==> config.mk <==
export PLATFORM = sky130hd
export DESIGN_NAME = calc_seq_ctrl
export DESIGN_NICKNAME = d
export VERILOG_FILES = /design/src/rtl/calc_seq_ctrl.sv
export SDC_FILE = /design/constraint.sdc
export NUM_CORES = 1
export LEC_CHECK = 0
export CORE_MARGIN = 2
export CORE_UTILIZATION = 49
export DETAILED_ROUTE_END_ITERATION = 10
export HOLD_SLACK_MARGIN = 0.03
export PLACE_DENSITY = 0.8
export REMOVE_ABC_BUFFERS = 1
export SYNTH_ARGS = -nofsm -noshare
export SYNTH_HDL_FRONTEND = slang
export SYNTH_SLANG_ARGS = --single-unit
==> constraint.sdc <==
create_clock -name iCLK -period 3.3 [get_ports iCLK]
set_input_delay 0.825 -clock iCLK [delete_from_list [all_inputs] [get_ports iCLK]]
set_output_delay 0.825 -clock iCLK [all_outputs]
set_load 0.005 [all_outputs]
==> src/rtl/calc_seq_ctrl.sv <==
// calc_seq_ctrl
// Sequencing controller and round-robin arbiter for the shared 3-bit
// add/multiply datapath. One requester is granted at a time. Its operands are
// driven to the datapath and the 6-bit result is captured. The result is then
// split into tens/units digits by repeated subtraction of ten. The digits are
// offered on a valid/ready channel to the seven-segment decoders.
//
// Ports
//   iCLK, iRST_N             clock, asynchronous active-low reset
//   iREQ_A/B                 requests, held until granted
//   iOP1_A/B, iOP2_A/B       3-bit operands of each requester
//   iTYPE_A/B                0 = add, 1 = multiply
//   oGNT_A/B                 one-cycle grant pulse
//   oOP1, oOP2, oTYPE        registered operands/type to the datapath
//   iRESULT                  combinational datapath result
//   oDIG_H, oDIG_L           tens / units digit of the captured result
//   oID                      owner of the output (0 = A, 1 = B)
//   oVALID, iREADY           output handshake
//   oBUSY                    high whenever the controller is not idle
module calc_seq_ctrl (
  input  logic       iCLK,
  input  logic       iRST_N,
  input  logic       iREQ_A,
  input  logic       iREQ_B,
  input  logic [2:0] iOP1_A,
  input  logic [2:0] iOP2_A,
  input  logic [2:0] iOP1_B,
  input  logic [2:0] iOP2_B,
  input  logic       iTYPE_A,
  input  logic       iTYPE_B,
  input  logic [5:0] iRESULT,
  input  logic       iREADY,
  output logic       oGNT_A,
  output logic       oGNT_B,
  output logic [2:0] oOP1,
  output logic [2:0] oOP2,
  output logic       oTYPE,
  output logic [3:0] oDIG_H,
  output logic [3:0] oDIG_L,
  output logic       oID,
  output logic       oVALID,
  output logic       oBUSY
);

  typedef enum logic [1:0] {IDLE, EXEC, DIV, OUT} state_e;

  state_e     state_q, state_d;
  logic       last_q, last_d;      // last served requester: 0 = A, 1 = B
  logic       gnt_a_q, gnt_a_d;
  logic       gnt_b_q, gnt_b_d;
  logic [2:0] op1_q, op1_d;
  logic [2:0] op2_q, op2_d;
  logic       type_q, type_d;
  logic       id_q, id_d;
  logic [5:0] rem_q, rem_d;
  logic [2:0] tens_q, tens_d;      // up to 6 for unchecked results above 49
  logic [3:0] dig_h_q, dig_h_d;
  logic [3:0] dig_l_q, dig_l_d;
  logic       valid_q, valid_d;
  logic       pick_b;

  // State register and all datapath-facing flops.
  always_ff @(posedge iCLK or negedge iRST_N) begin
    if (!iRST_N) begin
      state_q <= IDLE;
      last_q  <= 1'b1;
      gnt_a_q <= 1'b0;
      gnt_b_q <= 1'b0;
      op1_q   <= 3'd0;
      op2_q   <= 3'd0;
      type_q  <= 1'b0;
      id_q    <= 1'b0;
      rem_q   <= 6'd0;
      tens_q  <= 3'd0;
      dig_h_q <= 4'd0;
      dig_l_q <= 4'd0;
      valid_q <= 1'b0;
    end else begin
      state_q <= state_d;
      last_q  <= last_d;
      gnt_a_q <= gnt_a_d;
      gnt_b_q <= gnt_b_d;
      op1_q   <= op1_d;
      op2_q   <= op2_d;
      type_q  <= type_d;
      id_q    <= id_d;
      rem_q   <= rem_d;
      tens_q  <= tens_d;
      dig_h_q <= dig_h_d;
      dig_l_q <= dig_l_d;
      valid_q <= valid_d;
    end
  end

  // B wins when it is the only requester, or on a tie when A was served last.
  assign pick_b = iREQ_B && (!iREQ_A || !last_q);

  // Next-state and register updates.
  always_comb begin
    state_d = state_q;
    last_d  = last_q;
    gnt_a_d = 1'b0;
    gnt_b_d = 1'b0;
    op1_d   = op1_q;
    op2_d   = op2_q;
    type_d  = type_q;
    id_d    = id_q;
    rem_d   = rem_q;
    tens_d  = tens_q;
    dig_h_d = dig_h_q;
    dig_l_d = dig_l_q;
    valid_d = valid_q;
    case (state_q)
      IDLE: begin
        valid_d = 1'b0;
        if (iREQ_A || iREQ_B) begin
          id_d    = pick_b;
          last_d  = pick_b;
          gnt_a_d = !pick_b;
          gnt_b_d = pick_b;
          op1_d   = pick_b ? iOP1_B : iOP1_A;
          op2_d   = pick_b ? iOP2_B : iOP2_A;
          type_d  = pick_b ? iTYPE_B : iTYPE_A;
          state_d = EXEC;
        end
      end
      EXEC: begin
        rem_d   = iRESULT;
        tens_d  = 3'd0;
        state_d = DIV;
      end
      DIV: begin
        if (rem_q >= 6'd10) begin
          rem_d  = rem_q - 6'd10;
          tens_d = tens_q + 3'd1;
        end else begin
          dig_h_d = {1'b0, tens_q};
          dig_l_d = rem_q[3:0];
          state_d = OUT;
        end
      end
      OUT: begin
        // The digits sit on the bus for one cycle before valid is raised,
        // so the decoders always see settled digits when valid goes high.
        if (valid_q && iREADY) begin
          valid_d = 1'b0;
          state_d = IDLE;
        end else begin
          valid_d = 1'b1;
        end
      end
      default: state_d = IDLE;
    endcase
  end

  assign oGNT_A = gnt_a_q;
  assign oGNT_B = gnt_b_q;
  assign oOP1   = op1_q;
  assign oOP2   = op2_q;
  assign oTYPE  = type_q;
  assign oDIG_H = dig_h_q;
  assign oDIG_L = dig_l_q;
  assign oID    = id_q;
  assign oVALID = valid_q;
  assign oBUSY  = (state_q != IDLE);

endmodule

After elaboration in Yosys (flattened, before gate mapping) --
Cells that the tools add are included.
Storage, ports and cells: flip-flop bits (word level) 30, latch bits 0, memory bits (writable) 0, ROM bits 0, output and inout port bits 20, word-level logic and storage cells 56, memories 0
Cells by class: $add $sub $neg 2, multipliers 0, divide/modulo/power cells 0, $lt $le $gt $ge 1, equality and inequality tests 7, shift-type cells 0, mux-type cells 17, bitwise gates (word level) 1, reduce and logical (&&, ||, !) cells 15
Operators with widths (number):
- 6-bit one-hot mux with 2 select lines | 1
- 3-bit 2-to-1 mux | 3
- 2-bit != test (second input constant) | 4
- 2-bit one-hot mux with 4 select lines | 1
- 6-bit by 4-bit >= comparator with 1-bit output (second input constant) | 1
- 1-bit 2-to-1 mux | 6
- 2-bit 2-to-1 mux | 3
- 6-bit 2-to-1 mux | 1
- 3-bit one-hot mux with 2 select lines | 1
- 2-bit AND reduction | 3
- 2-bit nonzero test | 3
- 6-bit by 4-bit subtractor with 6-bit output (second input constant) | 1
- 2-bit == test (second input constant) | 2
- 3-bit by 1-bit adder with 3-bit output (second input constant) | 1
- 1-bit zero test | 3
- 3-bit AND reduction | 1
- 2-bit by 1-bit == test with 1-bit output (second input constant) | 1
- 1-bit logical AND | 2
- 2-bit zero test | 1
- 1-bit logical OR | 2
- 1-bit one-hot mux with 2 select lines | 1
- 1-bit inverter | 1

Longest topological paths before layout --
Gate-level depths: netlist (run 1).
depth after elaboration 6, mapped depth 6, depth with buffers taken out 6

Least setup slack after synthesis (run 1) --
No wires, ideal clock.
kind input -> register, from input port iREQ_B, to register op1_q[0] (netlist: oOP1[0]), setup time 0.127 ns, arrival 1.633 ns, required time 3.173 ns, setup slack 1.540 ns, stages on the path 5, path buffers 1, cells stage by stage a21boi_2 > and2_4 > buf_6 > a222oi_1 > inv_1
Between the ends: word-level cells in the longest chain between the ends 2, elaborated cells between the ends (all ways) 4, classes of those cells mux: 1; reduce/logical: 3
Ends and longest elaborated chain:
- start, declared | RTL line 24 | input logic iREQ_B,
- 1-bit logical AND or 1-bit logical OR (tied branches) | RTL line 96, 116
- 3-bit 2-to-1 mux or 2-bit AND reduction (tied branches)
- end signal, assigned | RTL line 83 | op1_q <= op1_d;
- end, declared | RTL line 51 | logic [2:0] op1_q, op1_d;
Several ways; a longest one is shown, not always the timed one. A chain may end at the register's enable or synchronous reset.

Final worst setup path (run 1) --
from register state_q[0], to output port oBUSY
Between the ends: word-level cells in the longest chain between the ends 1
Ends and longest elaborated chain:
- start, declared | RTL line 47 | state_e state_q, state_d;
- start signal, assigned | RTL line 79 | state_q <= state_d;
- 2-bit nonzero test | RTL line 165 | assign oBUSY = (state_q != IDLE);
- end, declared | RTL line 42 | output logic oBUSY
Every way passes these cells.

==> impl_metrics.tcl, run 1 <==
set metrics [dict create \
    outcome "finished, final reports clean" \
    insertedDiodeCount 0 \
    fp_rows 19 \
    clk_transition_reported_paths_ns 0.09 \
    io_buffers 43 \
    timing.max_cap.violations 0 \
    firstDrtPassIters 5 \
    mappedNetlistArea_sq_um 1454 \
    clock_tree.buffer_depth 2 \
    routed-via-count 1183 \
    die_height_microns 58.47 \
    die_w_microns 58.47 \
    drt_wl_total_mm 3.049 \
    grt_antenna_before_repair 0 \
    vias_per_cell 5.688 \
    htreeDepth 2 \
    worstReg2RegEnd "state_q[1]$_DFFE_PN0P_" \
    hold_path_class "flip-flop to flip-flop" \
    clock-skew-final_ns 0.005331 \
    worstPathRequired_ns 2.47 \
    report.final.slew_viol_count 0 \
    reg2regPathDepth 6 \
    synth.area.top_cells "dfrtp_1 50%, ha_1 5.2%, mux2_2 3.9%" \
    grt_first_pass_wirelength_mm 5.175 \
    worstSetupEndpointType "output port" \
    dp_hpwl_mm 2.264 \
    vdd.ir_drop.worst_v 0.0006521 \
    regToRegStartpoint "state_q[0]$_DFFE_PN0P_" \
    final_instance_area_sq_um 1961 \
    core_area_sq_um 2781 \
    timing.hold.worst_path_depth 2 \
    critPathMaxFanout 7 \
    hold_endpoint "oDIG_L[1]$_DFFE_PN0P_" \
    setup.worst_path.class "flip-flop to output port" \
    synth-simple-area-share_pct 8.778 \
    static-leakage-power_nw 0.8819 \
    post_cts_resize_count 0 \
    main_combinational_cell_family_by_area_after_synthesis "compound AO/OA/AOI/OAI gates" \
    pin_count_of_the_biggest_net_entering_global_routing 31 \
    critical_path_arrival_ns 1.68 \
    drive_above_1_share_pct 15.25 \
    grt_pass1_vias 1119 \
    avgRoutedWirePerCell_microns 14.66 \
    final_period_minus_worst_setup_slack_ns 2.502 \
    total_power_w 0.001793 \
    pwr_density_cell_nw_per_um2 914.5 \
    finalSetupViolCount 0 \
    tritoncts_clock_tree "yes" \
    synth.area.mux_share_pct 6.713 \
    area_growth_syn_to_fin_pct 34.85 \
    max_freq_ghz 0.3996 \
    synth.lib_cells_used.distinct 41 \
    final.fill_count 212 \
    finalHoldViolations 0 \
    grt_overflow 0 \
    post-cts-setup-buffer-count 0 \
    timing.critical_path.from_type "flip-flop" \
    number_of_drc_violations_after_detailed_routing_iteration_0 59 \
    detail_route.drc_violations 0 \
    grt_usage_pct 20.37 \
    synth_top_cell_area_share_pct 49.91 \
    finalNetCount 207 \
    timing.hold.worst.start "oDIG_L[1]$_DFFE_PN0P_" \
    place_ws_ns 0.9854 \
    final_period_utilization_pct 75.82 \
    die-area_sq_um 3419 \
    cts_made_buffers 5 \
    fin_worst_hold_slack_ns 0.4810 \
    r2r_slack_ns 1.47 \
    yosys_warnings 0 \
    cts.sink_count 30 \
    i_o_pin_total 45 \
    route.antenna.remaining_nets 0 \
    grt_setup_unrepaired "false" \
    clk_latency_ns 0.33 \
    clock_tree.root_cell "clkbuf_4" \
    finalWorstSetupSlack_ns 0.7978 \
    initial_utilization_pct 52.27 \
    share_of_the_synthesized_area_in_compound_gates_ao_oa_aoi_oai_pct 21.94 \
    synth_area_per_cell_sq_um 11.18 \
    synthesis.instances 130 \
    synth_area_leader_cell "dfrtp_1" \
    fin_tns_setup_ns 0 \
    yosys_register_bits 30 \
    placedInstanceArea_sq_um 1901 \
    synth_adder_area_share_pct 5.164 \
    synth.yosys.seq_area_share_pct 51.72 \
    post_synth_xor_area_fraction_pct 0 \
    postCtsHoldBufs 0 \
    routabilityCongestion 0.8204 \
]
==> state kept, by name (all words and copies together) (netlist names) <==
signal	flops
oOP2	3
oVALID	1
oGNT_A	1
oID	1
oGNT_B	1
rem_q	6
oDIG_L	4
oTYPE	1
state_q	2
oOP1	3
last_q	1
tens_q	3
oDIG_H	3
==> Yosys cell counts (all sizes together) <==
library cell   n
a211oi         1
a21bo          1
a21boi         5
a21o           1
a21oi          8
a222oi         4
a22o           1
a311o          2
a311oi         1
a31o           3
a31oi          1
a32o           1
and2           1
and3           1
buf            3
clkbuf         3
conb           1
dfrtp         29
dfstp          1
ha             6
inv           11
mux2           6
mux2i          3
nand2          8
nand3          1
nor2           6
nor2b          3
nor3           2
nor4           1
o21ai         11
o2bb2ai        1
o32a           1
or2            1
or3            1
==> cells by family after synthesis <==
group           after synthesis
simple gates                 25
compound gates               42
other cells                   1
flops                        30
fa+ha+maj                     6
mux                           9
buf+inv                      17
==> how the worst max path moves through the flow <==
stage	startpoint	to	slack, ns
2_1_floorplan	iREQ_A	oOP1[0]$_DFFE_PN0P_	1.24
3_3_place_gp	iREQ_B	oOP1[1]$_DFFE_PN0P_	1.08
3_5_place_dp	iREQ_B	oOP1[0]$_DFFE_PN0P_	0.99
4_1_cts	state_q[0]$_DFFE_PN0P_	oBUSY	0.77
5_1_grt	state_q[0]$_DFFE_PN0P_	oBUSY	0.68
6_report	state_q[0]$_DFFE_PN0P_	oBUSY	0.80
==> critical path: stages (launching register included) <==
cell	delay [ns]
dfrtp_1	0.42
inv_1	0.08
ha_1	0.29
inv_1	0.08
clkdlybuf4s50_1	0.49
==> placed cells by master (no fill, tap or decap), types with 4 or more instances in the layout <==
master,n
clkbuf_4,5
nor2_1,5
mux2_2,5
a222oi_1,4
dfrtp_1,29
o21ai_0,10
inv_1,10
nand2_1,8
clkdlybuf4s50_1,43
ha_1,6
a21oi_1,8
==> stage by stage <==
stage | instances | util [%]
floorplan | 124 | -
global placement | 200 | 68.33
detailed placement | 200 | 68.33
CTS | 208 | 70.49
global route | 208 | 70.49
finish | 208 | 70.49
==> final cells by class <==
| type | instances | area, sq um | area share [%] |
|---|---|---|---|
| timing repair buffer | 45 | 445.4 | 22.72 |
| multi-input combinational | 83 | 623.1 | 31.78 |
| clock buffer | 7 | 55.05 | 2.808 |
| clock inverter | 1 | 5.005 | 0.2553 |
| tap | 31 | 38.79 | 1.978 |
| inverter | 11 | 41.29 | 2.106 |
| sequential | 30 | 752.0 | 38.35 |
==> per-layer routing <==
| metal | part of all wire (%) | vias up | global-route usage (%) |
|---|---|---|---|
| met5 | 0 | - | 0 |
| met2 | 47 | 46 | 34.19 |
| met4 | 1.6 | 0 | 7.973 |
| li1 | - | 563 | - |
| met3 | 8.8 | 6 | 7.692 |
| met1 | 42 | 568 | 23.52 |
==> where the power goes <==
group          switching [W]  internal, W
clock network       0.000121     0.000103
registers           0.000115     0.000536
logic               0.000439     0.000478
total               0.000676      0.00112
No activity file was read; power rests on OpenSTA's default activity.
==> run 2, diff against run 1 <==
--- a/config.mk
+++ b/config.mk
@@ -6,10 +6,10 @@
 export NUM_CORES = 1
 export LEC_CHECK = 0
 export CORE_MARGIN = 2
-export CORE_UTILIZATION = 49
+export CORE_UTILIZATION = 46
 export DETAILED_ROUTE_END_ITERATION = 10
 export HOLD_SLACK_MARGIN = 0.03
-export PLACE_DENSITY = 0.8
+export PLACE_DENSITY = 0.76
 export REMOVE_ABC_BUFFERS = 1
 export SYNTH_ARGS = -nofsm -noshare
 export SYNTH_HDL_FRONTEND = slang
==> constraint.sdc (replaced) <==
create_clock -name iCLK -period 2.6 [get_ports iCLK]
set_input_delay 0.65 -clock iCLK [delete_from_list [all_inputs] [get_ports iCLK]]
set_output_delay 0.65 -clock iCLK [all_outputs]
set_load 0.005 [all_outputs]
==> impl_metrics.tcl, run 2 (same netlist as run 1, synthesis figures left out) <==
set metrics [dict create \
    cts.sink_count 30 \
    worst_margin_slew_ns 0.5305 \
    finalSetupViolCount 0 \
    final_period_utilization_pct 90.40 \
    timing.max_cap.violations 0 \
    pin_count_of_the_biggest_net_entering_global_routing 31 \
    outcome "finished, final reports clean" \
    final_period_minus_worst_setup_slack_ns 2.350 \
    postCtsHoldBufs 0 \
    grt_setup_unrepaired "false" \
    finalHoldViolations 0 \
    critPathMaxFanout 7 \
    finish.utilization_pct 65.29 \
    post-cts-setup-buffer-count 0 \
    detail_route.drc_violations 0 \
    report.final.slew_viol_count 0 \
    grt_usage_pct 19.87 \
    critPathMaxStageDelay_ns 0.49 \
    flip_flop_count_of_the_largest_register_after_layout 6 \
    crit_slowest_cell "clkdlybuf4s50_1" \
    grt_pass1_vias 1169 \
    initial_utilization_pct 48.02 \
    io_buffers 43 \
    i_o_pin_total 45 \
    area_growth_syn_to_fin_pct 35.97 \
    largest-register "rem_q" \
    layout.cells.most_common "clkdlybuf4s50_1" \
    static-leakage-power_nw 0.8819 \
    firstDrtPassIters 4 \
    cts_made_buffers 5 \
    grt_use_met3_pct 4.978 \
    setup.worst_path.class "flip-flop to output port" \
    crit_top_cell "inv_1" \
    fp_rows 20 \
    insertedDiodeCount 0 \
    clock_tree.buffer_depth 2 \
    htreeDepth 2 \
    clk_latency_ns 0.33 \
    dp_hpwl_mm 2.408 \
    die_w_microns 60.22 \
    route.antenna.remaining_nets 0 \
    drt_wl_total_mm 3.228 \
    finalNetCount 207 \
    path_cells "inv_1 -> ha_1 -> inv_1 -> clkdlybuf4s50_1" \
    worstPathRequired_ns 1.95 \
    slew_headroom_pct 64.64 \
    post_cts_resize_count 0 \
    final_instance_area_sq_um 1977 \
    layer_with_the_highest_usage "met2" \
    core_area_sq_um 3028 \
    vdd.ir_drop.worst_v 0.0005590 \
    pwr_density_cell_nw_per_um2 1162 \
    commonest_cells_after_routing_fill_and_taps_aside "43 x clkdlybuf4s50_1, 29 x dfrtp_1, 10 x inv_1, 10 x o21ai_0" \
    clock_tree.root_cell "clkbuf_4" \
    critical_path_arrival_ns 1.70 \
    die_height_microns 60.22 \
    tritoncts_clock_tree "yes" \
    gr-usage-met2_pct 34.32 \
    grt_antenna_before_repair 0 \
    die-area_sq_um 3626 \
    avgRoutedWirePerCell_microns 14.61 \
    hold_path_class "flip-flop to flip-flop" \
    routabilityCongestion 0.8061 \
    placedInstanceArea_sq_um 1917 \
    drive_above_1_share_pct 15.25 \
    max_freq_ghz 0.4255 \
    grt_first_pass_wirelength_mm 5.271 \
    vias_per_cell 5.357 \
    met1_usage_pct 23.17 \
    number_of_drc_violations_after_detailed_routing_iteration_0 56 \
    timing.critical_path.from_type "flip-flop" \
    grt_overflow 0 \
    routed-via-count 1184 \
    fin_tns_setup_ns 0 \
    clk_transition_reported_paths_ns 0.09 \
    clock-skew-final_ns 0.009584 \
    worstSetupEndpointType "output port" \
]
[run 2: metrics by stage]
stage          power [W]  setup slack, ns  std cells  hold WS (ns)
6_report        0.002297           0.2496        221        0.4853
3_3_place_gp    0.001949           0.5433        213        0.4647
4_1_cts         0.002306           0.2309        221        0.4896
3_5_place_dp    0.002016           0.3639        213        0.4704
5_1_grt         0.002495           0.1343        221        0.5262
2_1_floorplan   0.001513           0.7134        124        0.3544
[run 2: critical path: cells and delay by family, from the launching register on]
kind | cells | cell delay [ns]
flip-flops | 1 | 0.42
adder cells (fa/ha/maj) | 1 | 0.30
buffers and inverters | 3 | 0.66
[run 2: worst paths after layout]
| path | from | endpoint | slack, ns | cells past startpoint |
|---|---|---|---|---|
| worst min register to register | oOP1[2]$_DFFE_PN0P_ | oOP1[2]$_DFFE_PN0P_ | 0.49 | 2 |
| max in group asynchronous | iRST_N | last_q$_DFFE_PN1P_ | 1.59 | 2 |
| worst max-delay path | state_q[0]$_DFFE_PN0P_ | oBUSY | 0.25 | 4 |
| min in group asynchronous | iRST_N | state_q[0]$_DFFE_PN0P_ | 0.69 | 2 |
| worst max register to register | state_q[0]$_DFFE_PN0P_ | rem_q[3]$_DFFE_PN0P_ | 0.74 | 5 |
| worst min-delay path | oOP1[2]$_DFFE_PN0P_ | oOP1[2]$_DFFE_PN0P_ | 0.49 | 2 |
[run 2: power breakdown]
| group | switching [W] | leakage [nW] | internal (W) |
|---|---|---|---|
| logic | 0.000570 | 0.470 | 0.000607 |
| registers | 0.000150 | 0.376 | 0.000680 |
| clock network | 0.000159 | 0.0353 | 0.000131 |
[run 2: layout make-up]
class | count | area [sq um]
fillers | 242 | 1051
repair buffers | 45 | 445.4
inverters | 11 | 41.29
clock inverters | 1 | 5.005
flip-flops and latches | 30 | 752.0
clock buffers | 7 | 55.05
multi-input cells | 83 | 623.1
well taps | 44 | 55.05
[run 2: layer usage]
layer	wire length, microns	vias up	part of all wire (%)
met5	0	-	0
li1	-	561	-
met1	1370	561	42
met3	284	7	8.8
met2	1514	55	47
met4	59	0	1.8
==> run 3, diff against run 2 <==
--- a/config.mk
+++ b/config.mk
@@ -14,3 +14,4 @@
 export SYNTH_ARGS = -nofsm -noshare
 export SYNTH_HDL_FRONTEND = slang
 export SYNTH_SLANG_ARGS = --single-unit
+export TNS_END_PERCENT = 5
==> constraint.sdc (replaced) <==
create_clock -name iCLK -period 2.6 [get_ports iCLK]
set_input_delay 0.65 -clock iCLK [delete_from_list [all_inputs] [get_ports iCLK]]
set_output_delay 0.65 -clock iCLK [all_outputs]
set_load 0.1 [all_outputs]
==> impl_metrics.tcl, run 3 (same netlist as run 1, synthesis figures left out) <==
set metrics [dict create \
    outcome "finished, final reports clean" \
    grt_first_pass_wirelength_mm 4.726 \
    drive_above_1_share_pct 26.14 \
    drt_wl_total_mm 3.001 \
    clock-skew-final_ns 0.005101 \
    grt_use_met3_pct 4.762 \
    post-cts-setup-buffer-count 0 \
    core_area_sq_um 3028 \
    commonest_cells_after_routing_fill_and_taps_aside "29 x dfrtp_1, 24 x clkdlybuf4s50_1, 20 x buf_4" \
    met1_usage_pct 20.05 \
    initial_utilization_pct 48.02 \
    flip_flop_count_of_the_largest_register_after_layout 6 \
    clk_latency_ns 0.33 \
    fp_rows 20 \
    hold_path_class "flip-flop to flip-flop" \
    timing.max_cap.violations 0 \
    fin_tns_setup_ns 0 \
    worstPathRequired_ns 1.95 \
    path_cells "inv_1 -> ha_1 -> inv_1 -> buf_12" \
    vias_per_cell 5.227 \
    dp_hpwl_mm 2.202 \
    pin_count_of_the_biggest_net_entering_global_routing 31 \
    critPathMaxStageDelay_ns 0.42 \
    critical_path_arrival_ns 1.44 \
    firstDrtPassIters 5 \
    gr-usage-met2_pct 30.90 \
    grt_usage_pct 17.95 \
    grt_antenna_before_repair 0 \
    routed-via-count 1150 \
    area_growth_syn_to_fin_pct 32.70 \
    grt_overflow 0 \
    io_buffers 43 \
    postCtsHoldBufs 0 \
    area.sequential_sq_um 752.0 \
    i_o_pin_total 45 \
    finish.utilization_pct 63.72 \
    grt_setup_unrepaired "false" \
    insertedDiodeCount 0 \
    timing.critical_path.from_type "flip-flop" \
    cts.sink_count 30 \
    avgRoutedWirePerCell_microns 13.64 \
    finalHoldViolations 0 \
    die-area_sq_um 3626 \
    critPathMaxFanout 7 \
    worstSetupEndpointType "output port" \
    setup.worst_path.class "flip-flop to output port" \
    die_w_microns 60.22 \
    crit_top_cell "inv_1" \
    post_cts_resize_count 0 \
    layout.cells.most_common "dfrtp_1" \
    finalSetupViolCount 0 \
    report.final.slew_viol_count 0 \
    cts_made_buffers 5 \
    htreeDepth 2 \
    largest-register "rem_q" \
    detail_route.drc_violations 0 \
    final_period_minus_worst_setup_slack_ns 2.093 \
    layer_with_the_highest_usage "met2" \
    clk_transition_reported_paths_ns 0.09 \
    die_height_microns 60.22 \
    number_of_drc_violations_after_detailed_routing_iteration_0 61 \
    routabilityCongestion 0.8221 \
    tritoncts_clock_tree "yes" \
    clock_tree.root_cell "clkbuf_4" \
    final_period_utilization_pct 80.50 \
    finalNetCount 207 \
    max_freq_ghz 0.4778 \
    grt_pass1_vias 1110 \
    final.fill_count 249 \
    clock_tree.buffer_depth 2 \
    crit_slowest_cell "dfrtp_1" \
    multi_input_logic_area_sq_um 623.1 \
    route.antenna.remaining_nets 0 \
]
-- run 3: changes by cell type in the layout (fill, tap and decap cells not counted) --
cell	delta
clkinv_2	+1
buf_12	+1
clkdlybuf4s50_1	-19
clkbuf_8	-1
buf_4	+18
clkbuf_1	-1
-- run 3: worst paths after layout --
| path | end | from | cells past startpoint | slack [ns] |
|---|---|---|---|---|
| setup / recovery | oBUSY | state_q[0]$_DFFE_PN0P_ | 4 | 0.51 |
| hold / removal | oDIG_L[1]$_DFFE_PN0P_ | oDIG_L[1]$_DFFE_PN0P_ | 2 | 0.48 |
| setup reg to reg | state_q[1]$_DFFE_PN0P_ | state_q[0]$_DFFE_PN0P_ | 6 | 0.79 |
| hold reg to reg | oDIG_L[1]$_DFFE_PN0P_ | oDIG_L[1]$_DFFE_PN0P_ | 2 | 0.48 |
| max in group asynchronous | last_q$_DFFE_PN1P_ | iRST_N | 2 | 1.58 |
| min in group asynchronous | oGNT_B$_DFF_PN0_ | iRST_N | 2 | 0.71 |
-- run 3: per-layer routing --
layer | up-vias | part of all wire (%)
met5 | - | 0
met4 | 0 | 1.4
met3 | 6 | 7.7
met2 | 51 | 46
met1 | 532 | 45
li1 | 561 | -
-- run 3: final cells by class --
class | instances | area share, %
clock buffer | 5 | 1.946
clock inverter | 2 | 0.5188
inverter | 11 | 2.140
multi-input combinational | 83 | 32.30
sequential | 30 | 38.98
tap | 44 | 2.853
timing repair buffer | 45 | 21.27
-- run 3: worst max-delay path, delay by kind of cell, from the launching register on --
kind / cells / cell delay (ns)
adders and majority gates: 1 / 0.30
buffers and inverters: 3 / 0.40
DFF: 1 / 0.42
-- run 3: per-stage QoR --
step / hold slack, ns / worst slack (ns) / instance area (sq um) / cells
final: 0.4821 / 0.5069 / 1929 / 220
after global routing: 0.5297 / 0.3939 / 1929 / 220
after CTS: 0.4928 / 0.4725 / 1929 / 220
after detailed placement: 0.4713 / 0.4710 / 1882 / 213
after global placement: 0.4664 / 0.5450 / 1882 / 213
after floorplan: 0.3544 / 0.6502 / 1416 / 124
Power of run 3 is left out: the tool's default activity adds up to more than one toggle a clock period on the data nets, which glitch-free logic cannot reach.
